### src/rtl/serial_loader_pkg.sv
// Shared types and defaults for the serial word loader and its error counter.
package serial_loader_pkg;

    typedef enum logic [1:0] {
        IDLE   = 2'd0,
        DATA   = 2'd1,
        PARITY = 2'd2,
        STOP   = 2'd3
    } state_t;

    localparam int WIDTH_DEF = 4;
    localparam int ERRW_DEF  = 4;

endpackage

### src/rtl/sat_counter.sv
// Saturating up-counter with synchronous clear; clear has priority over increment.
module sat_counter #(
    parameter int W = 4
) (
    input  logic         clk_sys,
    input  logic         rst_b,
    input  logic         inc,
    input  logic         clr,
    output logic [W-1:0] cnt
);

    always_ff @(posedge clk_sys or negedge rst_b) begin
        if (!rst_b) begin
            cnt <= '0;
        end else if (clr) begin
            cnt <= '0;
        end else if (inc && (cnt != {W{1'b1}})) begin
            cnt <= cnt + 1'b1;
        end
    end

endmodule

### src/rtl/serial_word_loader.sv
// Strobe-timed serial framer: start, WIDTH data bits LSB-first, optional even parity, stop.
// Good frames update D with a one-cycle load pulse for the downstream load register.
//
// state  | meaning
// IDLE   | waiting for a start bit (sdata=0 on a strobe)
// DATA   | shifting in WIDTH data bits, LSB first
// PARITY | sampling the even-parity bit
// STOP   | sampling the stop bit and reporting the frame outcome
module serial_word_loader
    import serial_loader_pkg::*;
#(
    parameter int WIDTH     = WIDTH_DEF,
    parameter bit PARITY_EN = 1'b1,
    parameter int ERRW      = ERRW_DEF
) (
    input  logic             Clk,
    input  logic             reset,
    input  logic             bit_en,
    input  logic             sdata,
    input  logic             err_clr,
    output logic [WIDTH-1:0] D,
    output logic             load,
    output logic             busy,
    output logic             frame_err,
    output logic             parity_err,
    output logic [ERRW-1:0]  err_cnt
);

    localparam int CW = (WIDTH > 1) ? $clog2(WIDTH) : 1;
    localparam logic [CW-1:0] LAST_BIT = CW'(WIDTH - 1);

    state_t           state;
    state_t           state_nxt;
    logic [CW-1:0]    bit_cnt;
    logic [WIDTH-1:0] shreg;
    logic             p_ok;

    logic             start_sample;
    logic             data_sample;
    logic             parity_sample;
    logic             load_nxt;
    logic             frame_err_nxt;
    logic             parity_err_nxt;

    always_ff @(posedge Clk or negedge reset) begin
        if (!reset) begin
            state <= IDLE;
        end else begin
            state <= state_nxt;
        end
    end

    always_comb begin
        state_nxt = state;
        if (bit_en) begin
            case (state)
                IDLE:    if (!sdata) state_nxt = DATA;
                DATA:    if (bit_cnt == LAST_BIT) state_nxt = PARITY_EN ? PARITY : STOP;
                PARITY:  state_nxt = STOP;
                STOP:    state_nxt = IDLE;
                default: state_nxt = IDLE;
            endcase
        end
    end

    always_comb begin
        start_sample   = bit_en && (state == IDLE) && !sdata;
        data_sample    = bit_en && (state == DATA);
        parity_sample  = bit_en && (state == PARITY);
        load_nxt       = 1'b0;
        frame_err_nxt  = 1'b0;
        parity_err_nxt = 1'b0;
        if (bit_en && (state == STOP)) begin
            // a bad stop bit masks any parity problem in the same frame
            if (!sdata) begin
                frame_err_nxt = 1'b1;
            end else if (PARITY_EN && !p_ok) begin
                parity_err_nxt = 1'b1;
            end else begin
                load_nxt = 1'b1;
            end
        end
    end

    assign busy = (state != IDLE);

    always_ff @(posedge Clk or negedge reset) begin
        if (!reset) begin
            bit_cnt <= '0;
            shreg   <= '0;
            p_ok    <= 1'b0;
        end else begin
            if (start_sample) begin
                bit_cnt <= '0;
            end else if (data_sample) begin
                shreg[bit_cnt] <= sdata;
                bit_cnt        <= bit_cnt + 1'b1;
            end
            if (parity_sample) begin
                p_ok <= ~(^shreg ^ sdata);
            end
        end
    end

    always_ff @(posedge Clk or negedge reset) begin
        if (!reset) begin
            D          <= '0;
            load       <= 1'b0;
            frame_err  <= 1'b0;
            parity_err <= 1'b0;
        end else begin
            load       <= load_nxt;
            frame_err  <= frame_err_nxt;
            parity_err <= parity_err_nxt;
            if (load_nxt) begin
                D <= shreg;
            end
        end
    end

    sat_counter #(
        .W (ERRW)
    ) u_err_cnt (
        .clk_sys (Clk),
        .rst_b   (reset),
        .inc     (frame_err | parity_err),
        .clr     (err_clr),
        .cnt     (err_cnt)
    );

endmodule

### config.mk
export PLATFORM = sky130hd
export DESIGN_NAME = serial_word_loader
export DESIGN_NICKNAME = d
export VERILOG_FILES = /design/src/rtl/serial_loader_pkg.sv /design/src/rtl/sat_counter.sv /design/src/rtl/serial_word_loader.sv
export SDC_FILE = /design/constraint.sdc
export NUM_CORES = 1
export LEC_CHECK = 0
export ABC_AREA = 1
export CELL_PAD_IN_SITES_DETAIL_PLACEMENT = 0
export CELL_PAD_IN_SITES_GLOBAL_PLACEMENT = 1
export CORE_MARGIN = 1.5
export CORE_UTILIZATION = 42
export DETAILED_ROUTE_END_ITERATION = 10
export GPL_TIMING_DRIVEN = 0
export PLACE_DENSITY = 0.86
export SYNTH_ARGS = -nofsm -noshare
export SYNTH_HDL_FRONTEND = slang
export SYNTH_HIERARCHICAL = 1
export SYNTH_SLANG_ARGS = --single-unit
### constraint.sdc
create_clock -name Clk -period 3 [get_ports Clk]
set_clock_uncertainty 0.05 [all_clocks]
set_input_delay 0.9 -clock Clk [delete_from_list [all_inputs] [get_ports Clk]]
set_output_delay 0.9 -clock Clk [all_outputs]
set_load 0.01 [all_outputs]
# Yosys cells after proc, flatten, opt, wreduce, memory -nomap -nowiden
# Cells that the tools add are included.
totals:
  out_inout_bits: 12
  wordCells: 57
  reg_bits: 20
  in_bits: 5
op_classes:
  bitwise_logic: 4
  n_eq_ne: 7
  magnitude_cmp: 2
  add_sub_neg: 2
  n_reduce_logical: 15
  n_mux: 18
op_table:
  columns: ["cell", "n"]
  rows:
  - ["$mux W1", 9]
  - ["$mux W2", 4]
  - ["$mux W4", 2]
  - ["$pmux W2 S4", 1]
  - ["$logic_and A1 B1 Y1", 7]
  - ["$eq A2 B2 Y1 const B", 3]
  - ["$reduce_bool A2 Y1", 3]
  - ["$add A4 B1 Y4 const B", 1]
  - ["$bwmux W4", 1]
  - ["$ne A2 B2 Y1 const B", 2]
  - ["$ne A4 B4 Y1 const B", 1]
  - ["$reduce_xor A4 Y1", 1]
  - ["$lt A2 B3 Y1 const B", 1]
  - ["$reduce_and A3 Y1", 1]
  - ["$add A2 B1 Y2 const B", 1]
  - ["$demux W1 S2", 1]
  - ["$eq A2 B1 Y1 const B", 1]
  - ["$ge A2 B1 Y1 const B", 1]
  - ["$logic_not A2 Y1", 1]
  - ["$not A1 Y1", 2]
  - ["$reduce_and A2 Y1", 1]
  - ["$logic_not A1 Y1", 1]
  - ["$or A1 B1 Y1", 1]
  - ["$xor A1 B1 Y1", 1]

# Longest topological paths before layout
logic_depth:
  word_depth: 5
  ltp_mapped: 8
  ltp_nobuf: 8

# Hierarchy
# Netlist, hierarchy kept.
modules_own_cells:
  columns: ["mod", "seq_area_each_um2", "area_per_inst_um2", "cells_each", "n_inst"]
  rows:
  - ["serial_word_loader", 400.4, 818.3, 88, 1]
  - ["sat_counter", 100.1, 222.7, 29, 1]

# Worst setup path after synthesis
# No wires, ideal clock.
synth_timing:
  kind: "register to output"
  startpoint: "register state[0]"
  endpoint: "output busy"
  arrival_time_ns: 0.810
  required_ns: 2.050
  path_stages_with_launch: 4
  path_buffers: 0
  path_slack_ns: 1.240
  cell_sequence: "dfrtp_1 -> inv_1 -> ha_1 -> inv_1"
synth_via:
  elab_chain_len: 1
synth_rtl:
  columns: ["item", "line", "rtl"]
  rows:
  - ["start, declared", "serial_word_loader.sv:32", "state_t state;"]
  - ["start signal, assigned", "serial_word_loader.sv:49", "state <= state_nxt;"]
  - ["$reduce_bool A2 Y1", "serial_word_loader.sv:85", "assign busy = (state != IDLE);"]
  - ["end, declared", "serial_word_loader.sv:23", "output logic busy,"]
# Every way passes these cells.

# Final worst setup path
# Same ends and word-level chain as after synthesis.

==> out/results.ini <==
[status]
status = complete, no violations

[floorplanning]
dieHeight_um = 52.8
dieArea_um2 = 2790
num_io_pins = 17
core_region_area_um2 = 2280
start_util_pct = 45.7
die_w_um = 52.8
rows = 17

[layout]
fill_cells = 221
final_area_um2 = 1260
drive_gt1_share_pct = 9.56
fin_util_pct = 55.3
nNetsFinal = 153
diodes = 0
areaGrowthSynthToFinish_pct = 20.9

[synth]
ys_warn_count = 6
synth_cell_types = 19
synth_top_area_share_pct = 48.1
synth_area_um2 = 1040
synthArstFlopShare_pct = 100
synthTopCellsByArea = dfrtp_1 48%, ha_1 12%, nand2_1 12%
synth_seq_cells = 20
synth_area_leader_cell = dfrtp_1
synth_cells = 117
seq_area_frac_synth_pct = 48.1
synth_top_cells_by_count = 32 x nand2_1, 20 x dfrtp_1, 14 x inv_1
synth.most_common_cell = nand2_1
synth-main-ff-cell = dfrtp_1
synth_nets = 132
synth_edf_count = 0
avgSynthCellArea_um2 = 8.90

[timing]
min_period_ns = 2.66
hold_viol = 0
setup_slack_ns = 0.345
finalCritPeriodShare_pct = 88.5
setup_viol = 0
fmax_ghz = 0.377
tightest_slew_ns = 0.865
tns_ns = 0
grt_setup_unrepaired = no
max_slew_margin_pct = 42.2
drv_slew = 0

[drt]
firstDrtPassIters = 4
wire_per_inst_um = 10.9
drc = 0
num_vias = 792
ant_nets = 0
drt-total-wl_um = 1790
via_per_inst = 4.83
drt_iter0_markers = 12

[run]
drv_cap = 0

[worst_hold_path]
hold_path_class = reg -> reg
min_to = parity_err$_DFF_PN0_
min_path_cells = 1
holdCritStartpoint = p_ok$_DFFE_PN0P_

[clock_tree]
post-cts-setup-buffers = 0
numClockSinks = 20
clkTransAtPathRegs_ns = 0.11
clockBufferDepth = 2
clkLatencyLatePin_ns = 0.29
numCtsBuffers = 3
ctsResizeCount = 0
htreeDepth = 1
clockRootBuffer = clkbuf_4
cts_tree = yes
cts_hold_repair.buffers = 0

[setup_path]
cpMostUsedCell = inv_1
cp-start-kind = flop
path_buf_inv = 3
cp_max_fo = 4
critPathSlowestCell = clkdlybuf4s50_1
crit_required_ns = 2.05
rr_endpoint = bit_cnt[0]$_DFFE_PN0P_
path_cells = inv_1 -> ha_1 -> inv_1 -> clkdlybuf4s50_1
arrival_ns = 1.71
timing.rr.start = state[0]$_DFFE_PN0P_
rr_worst_depth = 5
slowest_delay_ns = 0.53
critPathTopFamily = buffers and inverters
cp-end-kind = output port
path_class = reg -> out
regToRegSetupSlack_ns = 1.52

[grt]
track_usage_pct = 14.6
antenna_found_initial = 0
grt_max_degree = 21
grt_overflow = 0
grt_pass1_vias = 724
grt_pass1_wl_um = 2930

[placement]
place_area_um2 = 1240
dp_slack_ns = 0.683
hpwl_um = 1370
gp_congestion = 0.648
portBuffers = 16

[power_and_ir_drop]
cellLeakagePower_uw = 0.000641
peakVddDrop_mv = 0.354
power_density_nw_per_um2 = 737
power_uw = 927

## per-layer routing
layer	track usage, %	up-vias	share of wire, %
met3	2.57	4	4.0
met5	0	-	0
li1	-	408	-
met2	25.0	15	49
met4	7.69	0	1.4
met1	17.2	365	46
## worst max-delay path by stage
| stage | from | endpoint | cells after the start |
|---|---|---|---|
| global placement | sdata | D[0]$_DFFE_PN0P_ | 4 |
| global route | state[0]$_DFFE_PN0P_ | busy | 4 |
| CTS | state[0]$_DFFE_PN0P_ | busy | 4 |
| detailed placement | state[0]$_DFFE_PN0P_ | busy | 4 |
| finish | state[0]$_DFFE_PN0P_ | busy | 4 |
| floorplan | state[0]$_DFFE_PN0P_ | busy | 3 |
## state kept, by name, summed over array words and instances, names as in the netlist
register,flops
D,4
load,1
frame_err,1
state,2
p_ok,1
shreg,4
bit_cnt,2
parity_err,1
u_err_cnt/cnt,4
## cell usage in the layout (no fill, tap or decap)
| cell | Yosys | final |
|---|---|---|
| nand3_1 | 7 | 7 |
| nor2_1 | 6 | 6 |
| o31ai_1 | 1 | 1 |
| nor3_1 | 1 | 1 |
| nand2_1 | 32 | 32 |
| a21oi_4 | 1 | 1 |
| xor2_1 | 2 | 2 |
| nand4_1 | 2 | 2 |
| o21ai_1 | 4 | 4 |
| nor2_4 | 1 | 1 |
| o21ai_0 | 4 | 4 |
| ha_1 | 10 | 10 |
| dfrtp_1 | 20 | 20 |
| inv_2 | 2 | 2 |
| nand2_2 | 3 | 3 |
| mux2_2 | 2 | 2 |
| or2_2 | 1 | 1 |
| clkbuf_4 | 0 | 3 |
| inv_1 | 14 | 14 |
| clkdlybuf4s50_1 | 0 | 16 |
| a21oi_1 | 4 | 4 |
## stage by stage
stage               hold slack (ns)  cells
floorplan                     0.407    117
CTS                           0.459    164
finish                        0.455    164
detailed placement            0.443    161
global route                  0.487    164
global placement              0.430    161
## area by class of cell
cell class / instances / area [um^2] / area share (%)
clock buffer: 3 / 22.5 / 1.79
inverter: 16 / 60.1 / 4.77
multi-input combinational: 81 / 480 / 38.2
sequential: 20 / 500 / 39.8
tap: 28 / 35.0 / 2.78
timing repair buffer: 16 / 160 / 12.7
## cell families (layout without fill, tap and decap cells)
logic type	after synthesis	in the layout	synth area share, %
AOI/OAI and AO/OA	14	14	8.05
xor gates and xnor gates	2	2	1.68
adders and majority gates	10	10	12.0
buffers and inverters	16	35	5.77
DFF	20	20	48.1
muxes	2	2	2.16
and+or+nand+nor	53	53	22.2
## report_power, final
| group | internal, uW | switching, uW | leakage, uW |
|---|---|---|---|
| clock | 46.7 | 76.8 | 0.0000138 |
| combinational | 181 | 202 | 0.000366 |
| sequential | 353 | 67.7 | 0.000261 |
Power figures use the tool's default switching activity.
